==> src/rtl/imm_field_encoder_pkg.sv <==
// Shared encodings for the immediate field encoder: format codes (same as the
// sign extender's Ctrl input), error codes, FSM states and the pipeline word.
package imm_field_encoder_pkg;

  localparam logic [1:0] IMM_I   = 2'b00;
  localparam logic [1:0] IMM_D   = 2'b01;
  localparam logic [1:0] IMM_B   = 2'b10;
  localparam logic [1:0] IMM_CBZ = 2'b11;

  localparam logic [1:0] ERR_OK    = 2'b00;
  localparam logic [1:0] ERR_RANGE = 2'b01;
  localparam logic [1:0] ERR_ALIGN = 2'b10;

  localparam logic [0:0] ST_RUN  = 1'b0;
  localparam logic [0:0] ST_HALT = 1'b1;

  typedef struct packed {
    logic [31:0] instr;
    logic [1:0]  err_code;
  } enc_word_t;

  // True when bits [63:msb] are all equal, i.e. the value survives
  // truncation to msb+1 bits followed by sign extension.
  function automatic logic sext_fits(input logic signed [63:0] v,
                                     input int unsigned msb);
    logic signed [63:0] hi;
    hi = v >>> msb;
    return (hi == '0) || (hi == '1);
  endfunction

endpackage

==> src/rtl/imm_field_encoder_pack_check.sv <==
// Combinational packer: inserts the immediate into the instruction template
// and flags range / alignment violations; an errored word returns the template.
module imm_field_encoder_pack_check
  import imm_field_encoder_pkg::*;
(
  input  logic [63:0] i_imm,
  input  logic [1:0]  i_ctrl,
  input  logic [31:0] i_base,
  output logic [31:0] o_instr,
  output logic [1:0]  o_err_code
);

  logic        w_range;
  logic        w_align;
  logic [31:0] w_instr;

  always_comb begin
    w_range = 1'b0;
    w_align = 1'b0;
    w_instr = i_base;
    case (i_ctrl)
      IMM_I: begin
        w_range        = |i_imm[63:12];
        w_instr[21:10] = i_imm[11:0];
      end
      IMM_D: begin
        w_range        = !sext_fits(i_imm, 8);
        w_instr[20:12] = i_imm[8:0];
      end
      IMM_B: begin
        w_range       = !sext_fits(i_imm, 27);
        w_align       = |i_imm[1:0];
        w_instr[25:0] = i_imm[27:2];
      end
      default: begin
        w_range       = !sext_fits(i_imm, 20);
        w_align       = |i_imm[1:0];
        w_instr[23:5] = i_imm[20:2];
      end
    endcase
    o_err_code = {w_align, w_range};
    o_instr    = (w_range || w_align) ? i_base : w_instr;
  end

endmodule

==> src/rtl/imm_field_encoder.sv <==
// Two-stage valid/ready immediate encoder with saturating error counter and
// optional halt-after-error until clear_err.
module imm_field_encoder
  import imm_field_encoder_pkg::*;
#(
  parameter bit STOP_ON_ERR = 1'b0,
  parameter int CNT_W       = 16
) (
  input  logic             CLK,
  input  logic             Reset_L,
  input  logic             in_valid,
  output logic             in_ready,
  input  logic [63:0]      in_imm,
  input  logic [1:0]       in_ctrl,
  input  logic [31:0]      in_base,
  output logic             out_valid,
  input  logic             out_ready,
  output logic [31:0]      out_instr,
  output logic             out_err,
  output logic [1:0]       out_err_code,
  input  logic             clear_err,
  output logic             halted,
  output logic [CNT_W-1:0] err_count
);

  localparam logic [CNT_W-1:0] CNT_MAX = '1;

  logic [31:0]      w_pack_instr;
  logic [1:0]       w_pack_code;
  logic             w_s1_move;
  logic             w_accept;
  logic             w_err_hs;

  logic             r_s1_valid;
  logic             r_s2_valid;
  enc_word_t        r_s1_word;
  enc_word_t        r_s2_word;
  logic [0:0]       r_state;
  logic [CNT_W-1:0] r_err_cnt;

  imm_field_encoder_pack_check u_pack (
    .i_imm      (in_imm),
    .i_ctrl     (in_ctrl),
    .i_base     (in_base),
    .o_instr    (w_pack_instr),
    .o_err_code (w_pack_code)
  );

  assign w_s1_move = !r_s2_valid || out_ready;
  assign in_ready  = (r_state == ST_RUN) && (!r_s1_valid || w_s1_move);
  assign w_accept  = in_valid && in_ready;
  assign w_err_hs  = r_s2_valid && out_ready && (r_s2_word.err_code != ERR_OK);

  // S1 holds the packed word and its check result; S2 is the output register.
  always_ff @(posedge CLK or negedge Reset_L) begin
    if (!Reset_L) begin
      r_s1_valid <= 1'b0;
      r_s2_valid <= 1'b0;
      r_s1_word  <= '0;
      r_s2_word  <= '0;
    end else begin
      if (!r_s1_valid || w_s1_move) begin
        r_s1_valid <= w_accept;
        if (w_accept) begin
          r_s1_word.instr    <= w_pack_instr;
          r_s1_word.err_code <= w_pack_code;
        end
      end
      if (w_s1_move) begin
        r_s2_valid <= r_s1_valid;
        if (r_s1_valid) begin
          r_s2_word <= r_s1_word;
        end
      end
    end
  end

  // An error handshake in the same cycle as clear_err takes precedence.
  always_ff @(posedge CLK or negedge Reset_L) begin
    if (!Reset_L) begin
      r_state   <= ST_RUN;
      r_err_cnt <= '0;
    end else begin
      if (STOP_ON_ERR && w_err_hs) begin
        r_state <= ST_HALT;
      end else if (clear_err) begin
        r_state <= ST_RUN;
      end
      if (w_err_hs) begin
        if (clear_err) begin
          r_err_cnt <= {{(CNT_W-1){1'b0}}, 1'b1};
        end else if (r_err_cnt != CNT_MAX) begin
          r_err_cnt <= r_err_cnt + 1'b1;
        end
      end else if (clear_err) begin
        r_err_cnt <= '0;
      end
    end
  end

  assign out_valid    = r_s2_valid;
  assign out_instr    = r_s2_word.instr;
  assign out_err_code = r_s2_word.err_code;
  assign out_err      = (r_s2_word.err_code != ERR_OK);
  assign halted       = (r_state == ST_HALT);
  assign err_count    = r_err_cnt;

endmodule

==> config.mk <==
export PLATFORM = sky130hd
export DESIGN_NAME = imm_field_encoder
export DESIGN_NICKNAME = d
export VERILOG_FILES = /design/src/rtl/imm_field_encoder_pkg.sv /design/src/rtl/imm_field_encoder_pack_check.sv /design/src/rtl/imm_field_encoder.sv
export SDC_FILE = /design/constraint.sdc
export NUM_CORES = 1
export LEC_CHECK = 0
export CORE_ASPECT_RATIO = 0.6
export CORE_MARGIN = 1
export CORE_UTILIZATION = 42
export CTS_CLUSTER_DIAMETER = 100
export DETAILED_ROUTE_END_ITERATION = 8
export HOLD_SLACK_MARGIN = 0.15
export PLACE_DENSITY = 0.79
export SLEW_MARGIN = 20
export SYNTH_ARGS = -nofsm -noshare
export SYNTH_HDL_FRONTEND = slang
export SYNTH_HIERARCHICAL = 1
export SYNTH_SLANG_ARGS = --single-unit
==> constraint.sdc <==
create_clock -name CLK -period 2.1 [get_ports CLK]
set_clock_uncertainty 0.1 [all_clocks]
set_input_delay 0.42 -clock CLK [delete_from_list [all_inputs] [get_ports CLK]]
set_output_delay 0.42 -clock CLK [all_outputs]
set_load 0.02 [all_outputs]
==> flow_results.xml <==
<?xml version="1.0" encoding="UTF-8"?>
<metrics>
  <group name="cells_and_area">
    <metric name="layout-drive-gt1-share" unit="">0.439</metric>
    <metric name="net_total_in_the_final_layout" unit="">676</metric>
    <metric name="antenna_cells" unit="">0</metric>
    <metric name="most-common-layout-cells" unit="">clkdlybuf4s50_1, dfrtp_1, mux2_2, buf_4, mux2_4</metric>
    <metric name="finish.instance_area" unit="sq mm">0.00732</metric>
    <metric name="layout-area-overhead-vs-synth" unit="%">58.0</metric>
    <metric name="layout_commonest_cell" unit="">clkdlybuf4s50_1</metric>
  </group>
  <group name="synthesis">
    <metric name="synth_edf_count" unit="">0</metric>
    <metric name="synthesized_area" unit="sq mm">0.00463</metric>
    <metric name="synth-seq-cells" unit="">86</metric>
    <metric name="synthDistinctLibCells" unit="">52</metric>
    <metric name="ys_seq_area_frac" unit="">0.464</metric>
    <metric name="avg_inst_size_synth" unit="sq um">12.4</metric>
    <metric name="post_synth_main_area_contributors" unit="">dfrtp_1, mux2_2, mux4_2, mux2_4, nand4_1</metric>
    <metric name="synthesized_netlist_net_count" unit="">478</metric>
    <metric name="synth_cells" unit="">374</metric>
    <metric name="synth_warnings" unit="">6</metric>
    <metric name="synth-async-reset-ratio" unit="">1.00</metric>
    <metric name="dominantRegCellSynth" unit="">dfrtp_1</metric>
    <metric name="yosysTopAreaCell" unit="">dfrtp_1</metric>
    <metric name="synth_top_cell_area_share" unit="">0.464</metric>
  </group>
  <group name="global_route">
    <metric name="grt_use_total" unit="">0.256</metric>
    <metric name="grt_start_max_net_pins" unit="">38</metric>
    <metric name="antenna_found_initial" unit="">0</metric>
    <metric name="grt_pass1_vias" unit="">4161</metric>
    <metric name="grt-ovfl-total" unit="">0</metric>
    <metric name="grt_pass1_wl" unit="mm">22.0</metric>
  </group>
  <group name="critical_path">
    <metric name="cpMaxStageDelayCell" unit="">clkdlybuf4s50_1</metric>
    <metric name="required" unit="ns">2.22</metric>
    <metric name="crit_buf_inv" unit="">2</metric>
    <metric name="setup_crit_start_kind" unit="">primary input</metric>
    <metric name="cp_max_fo" unit="">6</metric>
    <metric name="timing.critical_path.mode_cell" unit="">mux2_4</metric>
    <metric name="cp_slowest_stage_delay" unit="ns">0.45</metric>
    <metric name="critical_path.cell_chain" unit="">clkdlybuf4s50_1 &gt; o41ai_2 &gt; nand3_1 &gt; o31ai_4 &gt; a21oi_2 &gt; a211o_1 &gt; clkbuf_16 &gt; mux2_4 &gt; mux2_4</metric>
    <metric name="critical_path.top_delay_family" unit="">compound AO/OA/AOI/OAI gates</metric>
    <metric name="timing.setup.critical_path_class" unit="">in2reg</metric>
    <metric name="arrival" unit="ns">2.71</metric>
    <metric name="end_kind" unit="">flop</metric>
  </group>
  <group name="routing">
    <metric name="vias_per_cell" unit="">5.62</metric>
    <metric name="route.antenna.remaining_nets" unit="">0</metric>
    <metric name="count_of_vias_placed_by_the_detailed_router" unit="">4018</metric>
    <metric name="dr.pass1.iters" unit="">5</metric>
    <metric name="detail_route.wl_per_cell" unit="um">20.0</metric>
    <metric name="remaining_drc_errors" unit="">0</metric>
    <metric name="routed_wl" unit="mm">14.3</metric>
    <metric name="first_iter_violations" unit="">231</metric>
  </group>
  <group name="power">
    <metric name="ir_worst_vdd" unit="mV">0.569</metric>
    <metric name="total_leakage_power" unit="nW">3.10</metric>
    <metric name="power_density" unit="mW/mm^2">766</metric>
  </group>
  <group name="worst_hold_path">
    <metric name="min_path_type" unit="">reg2reg</metric>
  </group>
  <group name="die">
    <metric name="core" unit="sq mm">0.0106</metric>
    <metric name="ioPinCount" unit="">157</metric>
    <metric name="num_rows" unit="">29</metric>
    <metric name="dieWidth" unit="um">138</metric>
    <metric name="floorplan.die_area" unit="sq mm">0.0115</metric>
    <metric name="floorplan.initialDensity" unit="">0.436</metric>
    <metric name="die_h" unit="um">83.4</metric>
  </group>
  <group name="timing">
    <metric name="setup_total_negative_slack" unit="ns">-8.17</metric>
    <metric name="maxSlewViolCount" unit="">0</metric>
    <metric name="layout_setup_ws" unit="ns">-0.497</metric>
    <metric name="hold_viol_final" unit="">0</metric>
    <metric name="setup_repair_after_global_routing_missed_its_margin" unit="">true</metric>
    <metric name="layout_worst_path_cycle_share" unit="">1.24</metric>
    <metric name="number_of_failing_setup_endpoints_in_the_final_timing_report" unit="">27</metric>
    <metric name="timing.hold.ws" unit="ns">0.404</metric>
    <metric name="min_period" unit="ns">2.60</metric>
    <metric name="maxClockFrequency" unit="GHz">0.385</metric>
  </group>
  <group name="clocking">
    <metric name="cts.clk_slew.worst_paths" unit="ns">0.06</metric>
    <metric name="cts-root-buf" unit="">clkbuf_16</metric>
    <metric name="numCtsBuffers" unit="">9</metric>
    <metric name="clock_tree.htree_level_count" unit="">3</metric>
    <metric name="cts_max_path_buffers" unit="">2</metric>
    <metric name="cts_tree" unit="">built</metric>
    <metric name="clock_sinks" unit="">86</metric>
    <metric name="worst_skew_pair.late_latency" unit="ns">0.34</metric>
  </group>
  <group name="placed_design">
    <metric name="io_buffers" unit="">155</metric>
    <metric name="dpl_cell_area" unit="sq mm">0.00669</metric>
    <metric name="place.detailed.hpwl" unit="mm">10.7</metric>
    <metric name="place.gp.congestion" unit="">0.903</metric>
  </group>
  <group name="outcome">
    <metric name="failed_checks" unit="">setup timing</metric>
    <metric name="outcome" unit="">finished, violations left</metric>
  </group>
  <group name="run">
    <metric name="max-cap-violations" unit="">0</metric>
  </group>
</metrics>
Yosys cell counts, types with 3 or more instances:
cell type and count:
nor2b_1 4, mux2i_1 8, buf_4 9, inv_1 4, or3_1 4, nand3_1 9
nor2_1 11, nand2_1 13, nand2b_1 3, mux2_4 10, o41ai_1 4, and4_1 3
mux2_2 81, clkbuf_1 11, nor4_1 14, a211oi_1 4, nor3_1 7, o21ai_0 16
a21oi_1 6, mux4_2 12, dfrtp_1 86, nand4_1 15
flip-flops by register name (all words and copies together), names as in the netlist:
signal        count
out_valid         1
out_err_code      2
r_s1_valid        1
err_count        16
r_s1_word        34
out_instr        32
worst reg2reg max path, stage by stage (launching register included):
cell     delay (ns)
dfrtp_2        0.43
ha_1           0.22
and3_1         0.22
and4_1         0.30
buf_4          0.18
a21oi_1        0.17
mux2_2         0.34
power by group:
group          leakage, nW  internal, mW  total, mW  switching [mW]
Sequential            1.03          1.96       2.14           0.180
Combinational         1.90         0.943       1.66           0.718
Clock                0.166          1.19       1.81           0.628
Total                 3.10          4.09       5.61            1.53
metrics by stage:
stage | util | cells | setup WS [ns] | total power, mW
floorplan | - | 374 | -0.524 | 2.86
global placement | 0.630 | 695 | -1.06 | 3.71
detailed placement | 0.630 | 695 | -1.10 | 3.76
CTS | 0.680 | 715 | -0.526 | 5.62
global route | 0.689 | 715 | -0.548 | 5.85
finish | 0.689 | 715 | -0.497 | 5.61
path summary, 6_finish.rpt:
| path | cells after the start | end | start | slack [ns] |
|---|---|---|---|---|
| min reg2reg | 1 | r_s1_word[2]$_DFFE_PN0P_ | r_s1_word[2]$_DFFE_PN0P_ | 0.40 |
| min | 1 | r_s1_word[2]$_DFFE_PN0P_ | r_s1_word[2]$_DFFE_PN0P_ | 0.40 |
| max reg2reg | 6 | err_count[3]$_DFFE_PN0P_ | err_count[1]$_DFFE_PN0P_ | 0.03 |
| max | 9 | r_s1_word[12]$_DFFE_PN0P_ | in_imm[8] | -0.50 |
| max in group asynchronous | 3 | r_s1_word[32]$_DFFE_PN0P_ | Reset_L | 0.81 |
| min in group asynchronous | 2 | r_s1_word[4]$_DFFE_PN0P_ | Reset_L | 0.49 |
layout make-up:
cell class | count | area, sq um
Fill cell | 768 | 3310
Multi-Input combinational cell | 258 | 2620
Sequential cell | 86 | 2160
Timing Repair Buffer | 213 | 2020
Clock buffer | 11 | 243
Tap cell | 139 | 174
Clock inverter | 4 | 95.1
Inverter | 4 | 15.0
repair_timing:
item	CTS	global route
endpoints found under the setup margin	33	31
pin swaps	31	22
buffers inserted	2	1
hold endpoints to repair	33	0
gates cloned	2	0
gates resized for setup	200	43
hold buffers	1	0
per-layer routing:
layer	wire length, um	track usage	up-vias
met2	6250	0.370	184
met5	0	0	-
met1	6430	0.356	1972
li1	-	-	1825
met3	1370	0.101	37
met4	292	0.0629	0
cells by family after synthesis:
family	after synthesis	synth area share
muxes	111	0.305
and+or+nand+nor	99	0.125
DFF	86	0.464
AOI/OAI and AO/OA	46	0.0681
buffers and inverters	30	0.0340
adders and majority gates	1	0.00270
other	1	0.000809
(Power assumes the default switching activity.)
==> RTL edit 1, RTL diff (same settings) <==
Put a register stage on the outputs `out_err` and `out_err_code`. The values now appear one clock later. The other outputs are not delayed to match.
--- a/src/rtl/imm_field_encoder.sv
+++ b/src/rtl/imm_field_encoder.sv
@@ -100,8 +100,10 @@
 
   assign out_valid    = r_s2_valid;
   assign out_instr    = r_s2_word.instr;
-  assign out_err_code = r_s2_word.err_code;
-  assign out_err      = (r_s2_word.err_code != ERR_OK);
+  always_ff @(posedge CLK) begin
+    out_err      <= (r_s2_word.err_code != ERR_OK);
+    out_err_code <= r_s2_word.err_code;
+  end
   assign halted       = (r_state == ST_HALT);
   assign err_count    = r_err_cnt;
 
Function: changed (Yosys sat finds a counterexample within 4 cycles, from zero or initial values and one cycle with Reset_L low).
==> RTL edit 1 against the original RTL <==
The run still ends with setup timing left. Area after synthesis is 7.9% higher. Routed wire length is 0.54% higher. Die area is 7.7% higher. Critical path depth is 1 higher. Via count is 0.22% higher. Setup slack worse by 0.051 ns. Total power is 3.3% lower. Core utilization is 4.3 points lower. Sequential cell count is 3 higher. Design area is 0.94% higher. Critical endpoint is now r_s1_word[23].
==> RTL edit 1: results (changes against the original RTL) <==
- Status: finished with violations
- Failing checks: setup timing
- Cells after Synth: 409 (+9.4%)
- Internal power: 3.84 mW (-6.1%)
- Met3 Use GR: 8.29% (-1.8 points)
- Met2 wire length: 6.85 mm (+9.6%)
- Crit-path max cell delay: 0.43 ns (-0.02 ns)
- CTS Hold Bufs: 1 (unchanged)
- Synth Warn #: 6 (unchanged)
- Synthesized area: 0.00500 mm^2 (+7.9%)
- Non-CTS inverters: 3 (-1)
- Seq cells: 89 (+3.5%)
- Ranking of synthesized cells by area: dfrtp_1, mux2_2, buf_4
- Post-synthesis sequential area ratio: 44.3% (-2.2 points)
- Wl on met1: 6.32 mm (-1.8%)
- GPL Wtd Cong: 0.955 (+5.8%)
- Grt met1 use: 30.2% (-5.4 points)
- R2R Setup Slk: 0.11 ns (+0.08 ns)
- Cell variety after synth: 53 (+1.9%)
- Placed Instances: 721 (+3.7%)
- Layout cells sized above 1: 43.2% (-0.70 points)
- Final worst setup slack: -0.548 ns (-0.0513 ns)
- Hold Slack: 0.320 ns (-0.0840 ns)
- Post-Layout Cell Count: 744 (+4.1%)
- Final clock-cell share: 4.01% (-0.60 points)
- CP max-delay cell: or3_4
- Final setup fails: 27 (unchanged)
- Post-synth ARST share: 96.6% (-3.4 points)
- Tightest Hold Check Type: flop to flop
- Setup Buffers After CTS: 3 (+1)
- DPL Wire Length: 10.7 mm (about the same)
- CP top delay family: simple AND/OR/NAND/NOR gates
- Final #Nets: 682 (+0.89%)
- Top cells by count, synth: dfrtp_1, mux2_2, buf_4
- Data buffer area share: 26.8% (-0.78 points)
- Fraction of area in multi-input gates: 36.4% (+0.58 points)
- Syn-to-layout area delta: 47.9%
- Met2 usage in global routing: 39.8% (+2.8 points)
- Mean number of vias per cell: 5.41 (-3.7%)
- Placed Area: 0.00684 mm^2 (+2.1%)
- Syn_nets: 513 (+7.3%)
- CTS resizes: 150 (-25%)
- Routed wl met3: 1.03 mm (-24%)
- Buffers, non-clock: 214 (+0.47%)
- CP Data Arrival Time: 2.77 ns (+0.06 ns)
- Filler Cells Inserted: 877 (+14%)
- Number of flops mapped to enable cells by yosys: 0 (unchanged)
- Routed wire per std cell: 19.4 um (-3.4%)
- Multi-input gates: 261 (+1.2%)
- First-pass iteration count of the detailed router: 4 (-1)
- Total leakage power: 3.15 nW (+1.6%)
- Diode count: 1 (+1)
- Worst-case vdd ir drop: 0.460 mV (-19%)
==> RTL edit 1: cell count changes after synthesis, sizes merged, moves of 4 or more <==
cell    delta
a21oi      +6
a211oi     -4
clkbuf     -8
nand3      +4
buf       +37
==> RTL edit 1: through the flow <==
step	TNS, ns	total power [mW]	setup slack (ns)
finish	-11.21	5.42	-0.548
global route	-11.31	5.67	-0.546
CTS	-9.80	5.45	-0.515
detailed placement	-31.99	3.83	-1.20
global placement	-29.49	3.78	-1.11
floorplan	-8.29	3.19	-0.524
==> RTL edit 1: path summary, 6_finish.rpt <==
kind,from,endpoint,depth (start not counted)
max,in_imm[56],r_s1_word[23],10
min,r_s2_word[1],out_err_code[1],0
max reg2reg,err_count[0],err_count[14],5
min reg2reg,r_s2_word[1],out_err_code[1],0
max in group asynchronous,Reset_L,r_s1_word[0],3
min in group asynchronous,Reset_L,r_s1_word[29],2
==> RTL edit 1: power by group through the flow <==
stage                     sequential, mW  clock (mW)  combinational [mW]
after detailed placement            2.23           0                1.60
after global routing                2.24        1.69                1.74
after CTS                           2.20        1.62                1.63
after global placement              2.21           0                1.57
after floorplan                     2.20           0               0.991
final                               2.20        1.58                1.65
==> RTL edit 1: cells by family (layout without fill, tap and decap cells) <==
| family | after synthesis | after routing | share of synthesized area, % |
|---|---|---|---|
| other | 1 | 2 | 0.0750 |
| DFF | 89 | 89 | 44.3 |
| buffers and inverters | 59 | 233 | 8.26 |
| muxes | 111 | 111 | 28.3 |
| adders and majority gates | 1 | 1 | 0.250 |
| and+or+nand+nor | 100 | 100 | 12.6 |
| AOI/OAI and AO/OA | 48 | 48 | 6.23 |
==> RTL edit 1: worst register-to-register path, stage by stage, from the launching register on <==
cell	delay, ns
dfrtp_1	0.44
ha_1	0.22
and3_1	0.30
nand4_4	0.17
or4b_1	0.50
o211a_1	0.14
==> RTL edit 2, RTL diff (same flow settings) <==
Without the edit above. The parameter `CNT_W` goes from 16 to 20.
--- a/src/rtl/imm_field_encoder.sv
+++ b/src/rtl/imm_field_encoder.sv
@@ -4,7 +4,7 @@
   import imm_field_encoder_pkg::*;
 #(
   parameter bit STOP_ON_ERR = 1'b0,
-  parameter int CNT_W       = 16
+  parameter int CNT_W       = 20
 ) (
   input  logic             CLK,
   input  logic             Reset_L,
Ports: changed (resized err_count); port bits go from 157 to 161. The function was not compared with the original's and may differ.
==> RTL edit 2 against the original RTL <==
Total power fell by 0.70%. Design area rose by 2.3%. Setup slack got worse by 0.020 ns. Worst hold slack got worse by 0.0036 ns. Largest cell class unchanged. Sequential cell count rose by 4. Global-route usage rose by 0.23 points. Area after synthesis rose by 4.2%. Routed wire length rose by 4.5%. Critical endpoint is now r_s1_word[15]. Register-to-register slack improved by 0.08 ns. The run still ends with setup timing left. Via count rose by 3.3%.
==> RTL edit 2: results (changes against the original RTL) <==
- Syn-to-layout area delta: 55.1%
- Total leakage power: 3.15 nW (+1.8%)
- Met3 Use GR: 9.59% (-0.48 points)
- Cells after Synth: 397 (+6.1%)
- Post-synthesis sequential area ratio: 46.6% (+0.18 points)
- Vias in the first global route: 4323 (+3.9%)
- Wl on met1: 6.56 mm (+2.1%)
- Post-Layout Cell Count: 743 (+3.9%)
- Ranking of synthesized cells by area: dfrtp_1, mux2_2, mux4_2
- Placed Area: 0.00691 mm^2 (+3.3%)
- Initial antenna violation count: 2 (+2)
- Cell variety after synth: 50 (-3.8%)
- Failing checks: setup timing
- Final worst setup slack: -0.518 ns (-0.0203 ns)
- Gr usage total: 25.8% (+0.23 points)
- DPL Wire Length: 10.9 mm (+2.7%)
- Filler Cells Inserted: 796 (+3.6%)
- Drt first-iter violations: 243 (+5.2%)
- Setup slack at placement: -1.19 ns (-0.0920 ns)
- Final #Nets: 702 (+3.8%)
- Routed wl met3: 1.35 mm (-0.81%)
- First-pass GRT wire length: 23.3 mm (+5.8%)
- Worst-case vdd ir drop: 0.575 mV (+1.1%)
- Placed Instances: 720 (+3.6%)
- IO Port Bufs: 159 (+2.6%)
- Final setup fails: 27 (unchanged)
- Via count: 4151 (+3.3%)
- Status: finished with violations
- First-pass iteration count of the detailed router: 4 (-1)
- Met2 usage in global routing: 40.1% (+3.2 points)
- Routed wire per std cell: 20.2 um (+0.51%)
- Layout cells sized above 1: 40.9% (-3.1 points)
- Largest net degree at the start of global routing: 37 (-2.6%)
-- RTL edit 2: cell count changes after synthesis, moves of 3 or more --
cell | unedited run | this run
nor2_1 | 11 | 24
xnor2_1 | 0 | 13
dfrtp_1 | 86 | 90
nand3_1 | 9 | 13
buf_2 | 2 | 5
o41ai_1 | 4 | 1
or3_1 | 4 | 1
-- RTL edit 2: worst max-delay path, cell delays in order --
cell and delay (ns):
buf_6 0.10, nor4_2 0.26, nand4_1 0.16, or3_4 0.46
o31ai_4 0.21, a21oi_2 0.07, a211o_4 0.33, buf_12 0.16
mux2_4 0.29, mux2_4 0.27
-- RTL edit 2: logic make-up after synthesis --
| group | synth area share, % |
|---|---|
| buffers and inverters | 3.34 |
| DFF | 46.6 |
| muxes | 29.1 |
| and+or+nand+nor | 13.3 |
| xor gates and xnor gates | 2.36 |
| other | 0.0776 |
| AOI/OAI and AO/OA | 4.97 |
| adders and majority gates | 0.259 |
-- RTL edit 2: final timing paths --
| path | startpoint | end | slack [ns] |
|---|---|---|---|
| max | in_imm[45] | r_s1_word[15] | -0.52 |
| min | r_s1_valid | out_valid | 0.40 |
| max reg2reg | err_count[5] | err_count[15] | 0.11 |
| min reg2reg | r_s1_valid | out_valid | 0.40 |
| max in group asynchronous | Reset_L | err_count[18] | 0.77 |
| min in group asynchronous | Reset_L | r_s1_word[22] | 0.50 |
-- RTL edit 2: cell type report --
class	count	share of cell area, %
antenna	2	0.0668
clock buffer	10	3.06
clock inverter	5	1.07
inverter	3	0.150
multi-input combinational	277	36.3
sequential	90	30.1
tap	139	2.32
timing repair buffer	217	27.0
-- RTL edit 2: power breakdown --
group	internal, mW	switching (mW)
clock network	1.03	0.679
logic	0.930	0.723
registers	2.03	0.176
